[config.mk]
export PLATFORM = sky130hd
export DESIGN_NAME = neuron_seq
export DESIGN_NICKNAME = d
export VERILOG_FILES = /design/src/rtl/mnist_pkg.sv /design/src/rtl/seq_addr_gen.sv /design/src/rtl/neuron_seq.sv
export SDC_FILE = /design/constraint.sdc
export NUM_CORES = 1
export LEC_CHECK = 0
export ABC_AREA = 0
export ABC_CLOCK_PERIOD_IN_PS = 5900
export CAP_MARGIN = 20
export CORE_UTILIZATION = 58
export CTS_CLUSTER_DIAMETER = 80
export DETAILED_ROUTE_END_ITERATION = 10
export HOLD_SLACK_MARGIN = 0.1
export PLACE_DENSITY = 0.95
export SYNTH_ARGS = -nofsm -noshare
export SYNTH_HDL_FRONTEND = slang
export SYNTH_SLANG_ARGS = --single-unit
export TNS_END_PERCENT = 10
[constraint.sdc]
create_clock -name clk -period 5.9 [get_ports clk]
set_clock_uncertainty 0.1 [all_clocks]
set_input_delay 0.885 -clock clk [delete_from_list [all_inputs] [get_ports clk]]
set_output_delay 0.885 -clock clk [all_outputs]
set_load 0.05 [all_outputs]
[src/rtl/mnist_pkg.sv]
// Shared defaults and FSM encoding for the MNIST layer sequencer.
package mnist_pkg;
  localparam int VEC_LEN_D     = 784;
  localparam int NUM_NEURONS_D = 10;
  localparam int ACC_W_D       = 32;
  localparam int MAC_W         = 16;

  typedef enum logic [1:0] {
    S_IDLE  = 2'd0,
    S_RUN   = 2'd1,
    S_DRAIN = 2'd2,
    S_OUT   = 2'd3
  } state_t;

  // Counter width that never collapses to zero bits for a depth of 1.
  function automatic int cw(input int n);
    return (n > 1) ? $clog2(n) : 1;
  endfunction
endpackage

[src/rtl/seq_addr_gen.sv]
// Element/neuron counters for neuron_seq; weight address tracks n*VEC_LEN
// incrementally so no multiplier is needed.
module seq_addr_gen import mnist_pkg::*; #(
  parameter int VEC_LEN     = VEC_LEN_D,
  parameter int NUM_NEURONS = NUM_NEURONS_D,
  localparam int EW = cw(VEC_LEN),
  localparam int NW = cw(NUM_NEURONS),
  localparam int WW = cw(VEC_LEN*NUM_NEURONS)
) (
  input  logic          clk,
  input  logic          rstn,
  input  logic          i_clr,
  input  logic          i_step,
  input  logic          i_next,
  output logic [EW-1:0] o_e,
  output logic [NW-1:0] o_n,
  output logic [WW-1:0] o_waddr,
  output logic          o_last_e,
  output logic          o_last_n
);
  localparam logic [EW-1:0] E_LAST = EW'(VEC_LEN-1);
  localparam logic [NW-1:0] N_LAST = NW'(NUM_NEURONS-1);
  localparam logic [WW-1:0] STRIDE = WW'(VEC_LEN);

  logic [EW-1:0] r_e;
  logic [NW-1:0] r_n;
  logic [WW-1:0] r_base;

  always_ff @(posedge clk or negedge rstn) begin
    if (!rstn) begin
      r_e    <= '0;
      r_n    <= '0;
      r_base <= '0;
    end else if (i_clr) begin
      r_e    <= '0;
      r_n    <= '0;
      r_base <= '0;
    end else begin
      // Element counter wraps so the next neuron starts at e=0.
      if (i_step) r_e <= o_last_e ? '0 : r_e + 1'b1;
      if (i_next) begin
        r_n    <= r_n + 1'b1;
        r_base <= r_base + STRIDE;
      end
    end
  end

  assign o_e      = r_e;
  assign o_n      = r_n;
  assign o_waddr  = r_base + WW'(r_e);
  assign o_last_e = (r_e == E_LAST);
  assign o_last_n = (r_n == N_LAST);
endmodule

[src/rtl/neuron_seq.sv]
// Layer sequencer: streams feature/weight reads into an external MAC and
// accumulates one dot product per neuron. Define NEURON_SEQ_RELU_EN to clamp
// negative sums to zero on out_data.
module neuron_seq import mnist_pkg::*; #(
  parameter int VEC_LEN     = VEC_LEN_D,
  parameter int NUM_NEURONS = NUM_NEURONS_D,
  parameter int ACC_W       = ACC_W_D,
  localparam int EW = cw(VEC_LEN),
  localparam int NW = cw(NUM_NEURONS),
  localparam int WW = cw(VEC_LEN*NUM_NEURONS)
) (
  input  logic                    clk,
  input  logic                    rstn,
  input  logic                    start,
  output logic                    busy,
  output logic                    layer_done,
  output logic                    feat_rd_en,
  output logic [EW-1:0]           feat_addr,
  output logic                    wt_rd_en,
  output logic [WW-1:0]           wt_addr,
  output logic                    mac_en,
  output logic                    mac_last_in,
  input  logic signed [MAC_W-1:0] mac_result,
  input  logic                    mac_last_out,
  input  logic                    mac_done,
  output logic signed [ACC_W-1:0] out_data,
  output logic [NW-1:0]           out_idx,
  output logic                    out_valid,
  input  logic                    out_ready
);
  state_t                  r_state, w_nxt;
  logic signed [ACC_W-1:0] r_acc;
  logic signed [ACC_W-1:0] w_ext;
  logic                    r_mac_en, r_mac_last, r_layer_done;
  logic                    w_last_e, w_last_n, w_clr, w_step, w_next, w_hs;

  assign w_hs   = (r_state == S_OUT) && out_ready;
  assign w_clr  = (r_state == S_IDLE) && start;
  assign w_step = (r_state == S_RUN);
  assign w_next = w_hs && !w_last_n;
  assign w_ext  = {{(ACC_W-MAC_W){mac_result[MAC_W-1]}}, mac_result};

  seq_addr_gen #(.VEC_LEN(VEC_LEN), .NUM_NEURONS(NUM_NEURONS)) u_addr (
    .clk(clk), .rstn(rstn), .i_clr(w_clr), .i_step(w_step), .i_next(w_next),
    .o_e(feat_addr), .o_n(out_idx), .o_waddr(wt_addr),
    .o_last_e(w_last_e), .o_last_n(w_last_n)
  );

  always_ff @(posedge clk or negedge rstn) begin
    if (!rstn) r_state <= S_IDLE;
    else       r_state <= w_nxt;
  end

  always_comb begin
    w_nxt = r_state;
    case (r_state)
      S_IDLE:  if (start) w_nxt = S_RUN;
      S_RUN:   if (w_last_e) w_nxt = S_DRAIN;
      S_DRAIN: if (mac_done && mac_last_out) w_nxt = S_OUT;
      S_OUT:   if (out_ready) w_nxt = w_last_n ? S_IDLE : S_RUN;
      default: w_nxt = S_IDLE;
    endcase
  end

  always_comb begin
    busy       = (r_state != S_IDLE);
    feat_rd_en = (r_state == S_RUN);
    wt_rd_en   = (r_state == S_RUN);
    out_valid  = (r_state == S_OUT);
  end

  // Products are only summed while a neuron is in flight, so stale MAC
  // results arriving in IDLE after a reset leave the accumulator alone.
  always_ff @(posedge clk or negedge rstn) begin
    if (!rstn) begin
      r_mac_en     <= 1'b0;
      r_mac_last   <= 1'b0;
      r_layer_done <= 1'b0;
      r_acc        <= '0;
    end else begin
      r_mac_en     <= feat_rd_en;
      r_mac_last   <= feat_rd_en && w_last_e;
      r_layer_done <= w_hs && w_last_n;
      if (w_clr || w_next)
        r_acc <= '0;
      else if (mac_done && (r_state == S_RUN || r_state == S_DRAIN))
        r_acc <= r_acc + w_ext;
    end
  end

  assign mac_en      = r_mac_en;
  assign mac_last_in = r_mac_last;
  assign layer_done  = r_layer_done;

`ifdef NEURON_SEQ_RELU_EN
  assign out_data = r_acc[ACC_W-1] ? '0 : r_acc;
`else
  assign out_data = r_acc;
`endif
endmodule

### Yosys cells after proc, flatten, opt, wreduce, memory -nomap -nowiden

Cells that the tools add are included.

| storage, ports and cells | value |
|---|---|
| bits in registers | 64 |
| input bits | 22 |
| logic and storage cells | 53 |

| operators by class | value |
|---|---|
| add/subtract/negate cells | 5 |
| equal/unequal tests | 9 |
| mux-type cells | 15 |
| reduce and logical (&&, ||, !) cells | 16 |

Operator list:

| kind | number |
|---|---|
| two-way mux 32 bit | 2 |
| adder 32 x 16 -> 32 bit | 1 |
| two-way mux 10 bit | 3 |
| two-way mux 13 bit | 2 |
| adder 13 x 10 -> 13 bit | 1 |
| adder 13 x 10 -> 13 bit, second input constant | 1 |
| adder 10 x 1 -> 10 bit, second input constant | 1 |
| equality test 10 bit, second input constant | 1 |
| two-way mux 2 bit | 4 |
| two-way mux 4 bit | 2 |
| case mux 2 bit (4 select lines) | 1 |
| nonzero test 2 bit | 4 |
| logical AND 1 bit | 7 |
| adder 4 x 1 -> 4 bit, second input constant | 1 |
| equality test 2 bit, second input constant | 2 |
| equality test 4 bit, second input constant | 1 |
| inequality test 2 x 1 -> 1 bit, second input constant | 2 |
| inequality test 2 bit, second input constant | 2 |
| AND reduction 4 bit | 1 |
| equality test 2 x 1 -> 1 bit, second input constant | 1 |
| logical NOT 2 bit | 1 |
| logical OR 1 bit | 2 |
| logical NOT 1 bit | 1 |
| two-way mux 1 bit | 1 |

### Depth between registers and ports, before layout

Gate-level depths: netlist (run 1).

| logic depth | value |
|---|---|
| depth in word-level cells | 5 |
| mapped depth | 12 |
| mapped depth without buffers | 12 |

### Modules after synthesis

A second synthesis (run 1) with hierarchy kept.

| unflattened totals | value |
|---|---|
| cells, all modules | 557 |
| area, all modules | 4,757.1 um^2 |

Modules (own cells, without submodules):

| module | times used | cells each | area an instance (um^2) | seq. area each (um^2) |
|---|---|---|---|---|
| neuron_seq | 1 | 403 | 3,263.1 | 925.9 |
| seq_addr_gen | 1 | 154 | 1,493.9 | 575.6 |

### Worst setup path after synthesis (run 1)

No wires, ideal clock.

| timing path | value |
|---|---|
| kind | reg2out |
| start point | register u_addr.r_e[4] (netlist: u_addr.o_e[4]) |
| end point | output wt_addr[12] |
| data arrival time | 2.704 ns |
| path slack | 2.211 ns |
| stages on the path, launching flop included | 10 |
| buffers on the path | 0 |
| cells stage by stage | dfrtp_1 -> ha_1 -> a41o_1 -> a21oi_1 -> o21bai_1 -> a21oi_1 -> o21bai_1 -> a21oi_1 -> nor2_1 -> xor2_1 |

| between the ends | value |
|---|---|
| cells in the longest elaborated chain, start to end | 1 |

Ends and longest elaborated chain:

| item | line | RTL |
|---|---|---|
| from (decl) | seq_addr_gen.sv:25 | `logic [EW-1:0] r_e;` |
| from (signal assigned) | seq_addr_gen.sv:40 | `if (i_step) r_e <= o_last_e ? '0 : r_e + 1'b1;` |
| adder 13 x 10 -> 13 bit | seq_addr_gen.sv:50 | `assign o_waddr = r_base + WW'(r_e);` |
| to (decl) | neuron_seq.sv:20 | `output logic [WW-1:0] wt_addr,` |

Every way passes these cells.

### Final worst setup path (run 1)

Ends and elaborated chain as after synthesis.

==> results.toml, run 1 <==
[route]
drt_pass1_iterations = 5
drt-total-wl_mm = 12.6
drcViolationCount = 0
avgRoutedWirePerCell_um = 16.9
first_iter_violations = 182
route.detailed.vias_per_inst = 6.10
routed-via-count = 4537
drt.antenna.violating_nets = 0

[final_layout]
most_common_cell_after_layout_fill_and_taps_aside = "sky130_fd_sc_hd__clkdlybuf4s50_1"
layoutNonFillerInstCount = 744
nFillCells = 579
area_growth_pct = 22.9
multiInputGateArea_mm2 = 0.00307
postLayoutCellArea_mm2 = 0.00586
n_antenna_cell = 0
layout.cells.most_common_list = "86 x sky130_fd_sc_hd__clkdlybuf4s50_1, 74 x sky130_fd_sc_hd__nand2_1, 60 x sky130_fd_sc_hd__dfrtp_1"
finish.net_count = 707
drive_gt1_share_pct = 5.61
layout.area.seq_mm2 = 0.00150

[cts]
post_cts_buffers = 0
post_cts_hold_buffers = 0
cts_made_buffers = 9
path_clk_slew_ns = 0.07
cts-root-buf = "sky130_fd_sc_hd__clkbuf_8"
ctsResizeCount = 0
clock_path_buffers = 2
clock_tree.htree_level_count = 3
clock_tree_from_tritoncts = "yes"
clock_latency_ns = 0.34
numClockSinks = 60

[hold_path]
min_path_type = "reg2reg"
hold_worst_path_end = "out_data[5]$_DFFE_PN0P_"
timing.hold.worst.start = "out_data[5]$_DFFE_PN0P_"
hold_path_depth = 2

[floorplan]
floorplan.initialDensity_pct = 60.7
fp-row-count = 32
floorplan.die.width_um = 92.7
placeable_core_region_mm2 = 0.00785
io_pins = 88
dieArea_mm2 = 0.00859
y_dimension_of_the_die_um = 92.7

[critical_path]
crit_path_start_kind = "register"
r2r.worst_path.cells = 10
rr_startpoint = "out_data[9]$_DFFE_PN0P_"
crit_top_cell = "sky130_fd_sc_hd__a21oi_1"
cpLargestDelayFamily = "compound AO/OA/AOI/OAI gates"
worst-path-buf-inv = 1
crit_slowest_cell = "sky130_fd_sc_hd__clkdlybuf4s50_1"
timing.critical_path.required_ns = 4.91
worst-setup-path-type = "reg2out"
crit_fanout = 8
cpPeakStageDelay_ns = 0.82
worst-r2r-setup-slack_ns = 2.77
end_kind = "primary output"
cell_by_cell_listing_of_the_critical_path = "ha_1 > a41o_1 > a21oi_1 > o21bai_1 > a21oi_1 > o21bai_1 > a21oi_1 > nor2_1 > xor2_1 > clkdlybuf4s50_1"
r2r-end = "out_data[25]$_DFFE_PN0P_"
worst-endpoint-arrival_ns = 3.34

[place]
gpl.final_weighted_congestion = 0.952
detailedPlacementHpwl_mm = 8.89
placement.io_buffers = 87
post-place-cells = 728
dpl_cell_area_mm2 = 0.00564
pre_cts_slack_ns = 1.65

[synthesis]
synth.cell_area_mm2 = 0.00477
synth_sequential_area_ratio_pct = 31.5
postSynth.topFlopCell = "sky130_fd_sc_hd__dfrtp_1"
post_synthesis_async_set_or_reset_flop_share_pct = 100
synth-seq-cells = 60
yosysTopAreaCellShare_pct = 31.5
synth_fp_nets = 634
synth.distinct_cells = 62
postSynthCellCount = 564
yosys_warnings = 0
synthesis.area_per_instance_um2 = 8.45
synth-edff-count = 0
synth_area_leaders = "sky130_fd_sc_hd__dfrtp_1 31%, sky130_fd_sc_hd__ha_1 12%, sky130_fd_sc_hd__nand2_1 5.8%, sky130_fd_sc_hd__a21oi_1 5.2%, sky130_fd_sc_hd__xnor2_1 4.4%"
synth.largest_area_cell = "sky130_fd_sc_hd__dfrtp_1"

[global_routing]
first_global_vias = 4461
grt_max_degree = 61
antenna_found_initial = 0
gr-usage-all-layers_pct = 30.6
grt_pass1_wl_mm = 20.9
globalRouteOverflowTotal = 0

[timing]
fin_hold_viols = 0
setup_tns_ns = 0
finalCritPeriodShare_pct = 73.3
unrepaired_setup_endpoints_after_global_routing = "no"
timing.max_slew.rel_slack_pct = 29.5
setup_viol = 0
fmax_mhz = 231
drv_slew = 0
finalWorstSetupSlack_ns = 1.58
final_period_minus_worst_setup_slack_ns = 4.32
worstMarginPinSlew_ns = 1.06

[power_and_ir_drop]
seq_power_share_pct = 21.4
pwr-share-clk_pct = 13.5
pwr-share-comb_pct = 65.1
total_switching_power_uw = 1620
max-vdd-ir-drop_mv = 0.397
leakagePower_uw = 0.00272
power.density_cell_area_mw_per_mm2 = 532
post-layout-total-power_uw = 3120
sw_frac_of_total_pct = 52.0
power.internal_uw = 1500

[run]
number_of_violations_of_the_max_capacitance_limit = 0

[status]
run_status = "finished clean"
==> worst reg2reg max path, cell delays in order (launching register included) <==
cell and delay, ns:
sky130_fd_sc_hd__dfrtp_1 0.42, sky130_fd_sc_hd__ha_1 0.36, sky130_fd_sc_hd__a21oi_1 0.42, sky130_fd_sc_hd__nand2_1 0.12, sky130_fd_sc_hd__a221oi_2 0.45, sky130_fd_sc_hd__a211oi_2 0.19, sky130_fd_sc_hd__o21ai_2 0.28, sky130_fd_sc_hd__nor2_1 0.10
sky130_fd_sc_hd__a31oi_1 0.27, sky130_fd_sc_hd__xor2_1 0.21, sky130_fd_sc_hd__o21ai_1 0.08
==> cell type report <==
class | instances | share of cell area (%)
Multi-Input combinational cell | 459 | 52.3
Sequential cell | 60 | 25.6
Timing Repair Buffer | 89 | 15.0
Clock buffer | 12 | 2.48
Tap cell | 102 | 2.18
Clock inverter | 4 | 1.24
Inverter | 18 | 1.15
==> synth_stat cells, types with 2 or more instances <==
cell type,number
sky130_fd_sc_hd__buf_4,2
sky130_fd_sc_hd__o21ai_2,3
sky130_fd_sc_hd__nor3b_1,3
sky130_fd_sc_hd__a21o_1,24
sky130_fd_sc_hd__xnor2_1,24
sky130_fd_sc_hd__buf_1,3
sky130_fd_sc_hd__ha_1,47
sky130_fd_sc_hd__nand3_1,21
sky130_fd_sc_hd__o211ai_1,2
sky130_fd_sc_hd__o21a_2,2
sky130_fd_sc_hd__o21ai_0,29
sky130_fd_sc_hd__and3_1,6
sky130_fd_sc_hd__nand4_1,8
sky130_fd_sc_hd__o21bai_1,5
sky130_fd_sc_hd__mux2i_1,4
sky130_fd_sc_hd__o21ai_1,5
sky130_fd_sc_hd__o31ai_1,2
sky130_fd_sc_hd__nor3_1,12
sky130_fd_sc_hd__a221oi_1,2
sky130_fd_sc_hd__xor2_1,19
sky130_fd_sc_hd__and2_1,4
sky130_fd_sc_hd__a21oi_1,50
sky130_fd_sc_hd__nor2b_1,4
sky130_fd_sc_hd__nand3b_1,3
sky130_fd_sc_hd__clkbuf_1,17
sky130_fd_sc_hd__inv_1,18
sky130_fd_sc_hd__nor2_1,54
sky130_fd_sc_hd__and4_1,2
sky130_fd_sc_hd__or3_1,3
sky130_fd_sc_hd__buf_2,2
sky130_fd_sc_hd__o31ai_4,2
sky130_fd_sc_hd__dfrtp_1,60
sky130_fd_sc_hd__a31oi_1,5
sky130_fd_sc_hd__nand2_1,74
sky130_fd_sc_hd__o21a_1,5
sky130_fd_sc_hd__nand2b_1,4
sky130_fd_sc_hd__buf_6,2
sky130_fd_sc_hd__a211oi_1,8
==> kinds of logic (layout without fill, tap and decap cells) <==
logic type               count (synthesis)  in the layout  share of synthesized area [%]
other                                    1              1                         0.0787
AND/OR/NAND/NOR                        204            204                           19.8
adder cells (fa/ha/maj)                 48             48                           12.8
XOR/XNOR                                43             43                           7.90
multiplexers                             4              4                          0.840
buffers and inverters                   45            123                           4.20
flip-flops                              60             60                           31.5
AO/OA/AOI/OAI                          159            159                           22.9
==> registers in the layout, summed over array words and instances, names as in the netlist <==
| register | count |
|---|---|
| mac_en | 1 |
| u_addr.o_n | 4 |
| r_state | 2 |
| u_addr.r_base | 9 |
| u_addr.o_e | 10 |
| out_data | 32 |
| layer_done | 1 |
| mac_last_in | 1 |
==> through the flow <==
step                utilization, %  hold WS [ns]
detailed placement            71.9         0.436
CTS                           74.7         0.450
floorplan                        -         0.411
finish                        74.7         0.447
global placement              71.9         0.427
global route                  74.7         0.478
==> power groups by stage <==
stage,Combinational [µW],Sequential (µW),Clock [µW]
global placement,1930,666,0
CTS,2010,666,423
detailed placement,1990,672,0
floorplan,1180,963,0
global route,2180,681,440
finish,2030,668,421
==> layer usage <==
layer	part of all wire (%)	GRT usage (%)	wire length [µm]	vias to the layer above
met2	50	51.9	6250	181
met4	2.5	14.9	312	0
met3	5.4	4.76	684	31
met5	0	0	0	-
met1	42	37.8	5320	2181
li1	-	-	-	2144
==> worst max-delay path by stage <==
stage | start | end | slack [ns] | cells after the start
floorplan | u_addr.o_e[4]$_DFFE_PN0P_ | wt_addr[12] | 2.21 | 9
global placement | mac_result[15] | out_data[29]$_DFFE_PN0P_ | 1.82 | 11
detailed placement | mac_result[15] | out_data[25]$_DFFE_PN0P_ | 1.65 | 11
CTS | u_addr.o_e[4]$_DFFE_PN0P_ | wt_addr[12] | 1.61 | 10
global route | u_addr.o_e[4]$_DFFE_PN0P_ | wt_addr[12] | 1.34 | 10
finish | u_addr.o_e[4]$_DFFE_PN0P_ | wt_addr[12] | 1.58 | 10
(Power assumes the default switching activity.)
==> inputs of run 2 (changes only) <==
--- a/config.mk
+++ b/config.mk
@@ -6,13 +6,13 @@
 export NUM_CORES = 1
 export LEC_CHECK = 0
 export ABC_AREA = 0
-export ABC_CLOCK_PERIOD_IN_PS = 5900
+export ABC_CLOCK_PERIOD_IN_PS = 4500
 export CAP_MARGIN = 20
-export CORE_UTILIZATION = 58
+export CORE_UTILIZATION = 54
 export CTS_CLUSTER_DIAMETER = 80
 export DETAILED_ROUTE_END_ITERATION = 10
 export HOLD_SLACK_MARGIN = 0.1
-export PLACE_DENSITY = 0.95
+export PLACE_DENSITY = 0.93
 export SYNTH_ARGS = -nofsm -noshare
 export SYNTH_HDL_FRONTEND = slang
 export SYNTH_SLANG_ARGS = --single-unit
==> constraint.sdc (replaced) <==
create_clock -name clk -period 4.5 [get_ports clk]
set_clock_uncertainty 0.1 [all_clocks]
set_input_delay 0.675 -clock clk [delete_from_list [all_inputs] [get_ports clk]]
set_output_delay 0.675 -clock clk [all_outputs]
set_load 0.05 [all_outputs]
==> run 2 against run 1 <==
Power increased by 31%. Register-to-register slack worse by 1.4 ns. Non-clock buffer count grew 2. Global-route usage fell by 2.4 points. Die area up 7.2%. Worst setup slack lost 1.1 ns. Final cell count grew 0.54%. Highest routed layer unchanged. Critical path depth did not move.
==> results.toml, run 2 (same netlist as run 1, synthesis figures left out) <==
[floorplan]
floorplan.die.width_um = 96.0
placeable_core_region_mm2 = 0.00838
fp-row-count = 33
floorplan.initialDensity_pct = 56.9
y_dimension_of_the_die_um = 96.0
dieArea_mm2 = 0.00921
io_pins = 88

[power_and_ir_drop]
power.density_cell_area_mw_per_mm2 = 696
max-vdd-ir-drop_mv = 0.375
leakagePower_uw = 0.00274

[cts]
cts-root-buf = "sky130_fd_sc_hd__clkbuf_8"
clock_tree.htree_level_count = 3
clock_latency_ns = 0.35
clock_path_buffers = 2
clock_tree_from_tritoncts = "yes"
post_cts_buffers = 0
ctsResizeCount = 0
cts_made_buffers = 9
post_cts_hold_buffers = 0
numClockSinks = 60
path_clk_slew_ns = 0.08

[timing]
setup_tns_ns = 0
timing.max_slew.rel_slack_pct = 48.8
drv_slew = 0
final_period_minus_worst_setup_slack_ns = 4.01
unrepaired_setup_endpoints_after_global_routing = "no"
fin_hold_viols = 0
worstMarginPinSlew_ns = 0.766
fmax_mhz = 250
setup_viol = 0
finalCritPeriodShare_pct = 89.0
hold-worst-slack_ns = 0.359

[global_routing]
globalRouteOverflowTotal = 0
gr-usage-all-layers_pct = 28.2
grt_pass1_wl_mm = 20.2
first_global_vias = 4368
antenna_found_initial = 0
grt_max_degree = 61

[run]
number_of_violations_of_the_max_capacitance_limit = 0

[final_layout]
layout.cells.most_common_list = "86 x sky130_fd_sc_hd__clkdlybuf4s50_1, 74 x sky130_fd_sc_hd__nand2_1, 60 x sky130_fd_sc_hd__dfrtp_1"
drive_gt1_share_pct = 6.07
postLayoutCellArea_mm2 = 0.00589
most_common_cell_after_layout_fill_and_taps_aside = "sky130_fd_sc_hd__clkdlybuf4s50_1"
n_antenna_cell = 0
finish.net_count = 709
area_growth_pct = 23.5
largest_reg_flops = 32

[route]
route.detailed.vias_per_inst = 6.01
routed-via-count = 4493
drt.antenna.violating_nets = 0
drcViolationCount = 0
first_iter_violations = 290
avgRoutedWirePerCell_um = 16.6
drt_pass1_iterations = 5
drt-total-wl_mm = 12.4

[status]
run_status = "finished clean"

[critical_path]
worst-setup-path-type = "reg2out"
crit_path_start_kind = "register"
worst-r2r-setup-slack_ns = 1.41
worst-endpoint-arrival_ns = 3.23
timing.critical_path.required_ns = 3.72
crit_fanout = 8
end_kind = "primary output"

[place]
dpl_cell_area_mm2 = 0.00566
gpl.final_weighted_congestion = 0.902
detailedPlacementHpwl_mm = 8.95
placement.io_buffers = 87

[hold_path]
min_path_type = "in2async"
[run 2: cell count changes in the layout (fill, tap and decap cells not counted)]
| cell | change |
|---|---|
| sky130_fd_sc_hd__buf_4 | +2 |
| sky130_fd_sc_hd__clkbuf_1 | -2 |
| sky130_fd_sc_hd__clkbuf_8 | +1 |
[run 2: cell type report]
| cell class | instances | area [µm²] |
|---|---|---|
| Inverter | 18 | 67.6 |
| Clock buffer | 11 | 151 |
| Timing Repair Buffer | 91 | 896 |
| Fill cell | 614 | 2500 |
| Tap cell | 105 | 131 |
| Multi-Input combinational cell | 459 | 3070 |
| Clock inverter | 4 | 72.6 |
| Sequential cell | 60 | 1500 |
[run 2: per-layer routing]
layer | part of all wire (%) | routed length (µm) | GRT usage [%]
met5 | 0 | 0 | 0
met4 | 2.2 | 268 | 11.2
met3 | 5.4 | 665 | 4.11
met2 | 50 | 6150 | 49.8
met1 | 43 | 5320 | 34.4
[run 2: path summary, 6_finish.rpt]
kind,from,endpoint,cells past startpoint
max in group asynchronous,rstn,out_data[24]$_DFFE_PN0P_,2
min in group clk,out_data[11]$_DFFE_PN0P_,out_data[11]$_DFFE_PN0P_,2
max reg2reg,out_data[0]$_DFFE_PN0P_,out_data[28]$_DFFE_PN0P_,12
min reg2reg,out_data[11]$_DFFE_PN0P_,out_data[11]$_DFFE_PN0P_,2
min,rstn,out_data[10]$_DFFE_PN0P_,2
max,u_addr.o_e[4]$_DFFE_PN0P_,wt_addr[12],10
[run 2: power by group]
part	leakage, µW	switching (µW)	internal, µW
logic	0.00183	1720	939
registers	0.000797	174	703
clock network	0.000111	227	338
total	0.00274	2120	1980
[run 2: through the flow]
stage | std cells | setup WS (ns) | total power, µW | util [%]
final | 748 | 0.494 | 4100 | 70.2
after global routing | 748 | 0.256 | 4350 | 70.2
after CTS | 748 | 0.497 | 4080 | 70.2
after detailed placement | 733 | 0.672 | 3500 | 67.5
after global placement | 733 | 0.794 | 3420 | 67.5
after floorplan | 564 | 1.02 | 2800 | -
[run 2: worst max-delay path: stages, from the launching register on]
cell	delay [ns]
sky130_fd_sc_hd__dfrtp_1	0.47
sky130_fd_sc_hd__ha_1	0.28
sky130_fd_sc_hd__a41o_1	0.22
sky130_fd_sc_hd__a21oi_1	0.22
sky130_fd_sc_hd__o21bai_1	0.09
sky130_fd_sc_hd__a21oi_1	0.26
sky130_fd_sc_hd__o21bai_1	0.10
sky130_fd_sc_hd__a21oi_1	0.22
sky130_fd_sc_hd__nor2_1	0.08
sky130_fd_sc_hd__xor2_1	0.13
sky130_fd_sc_hd__clkdlybuf4s50_1	0.82
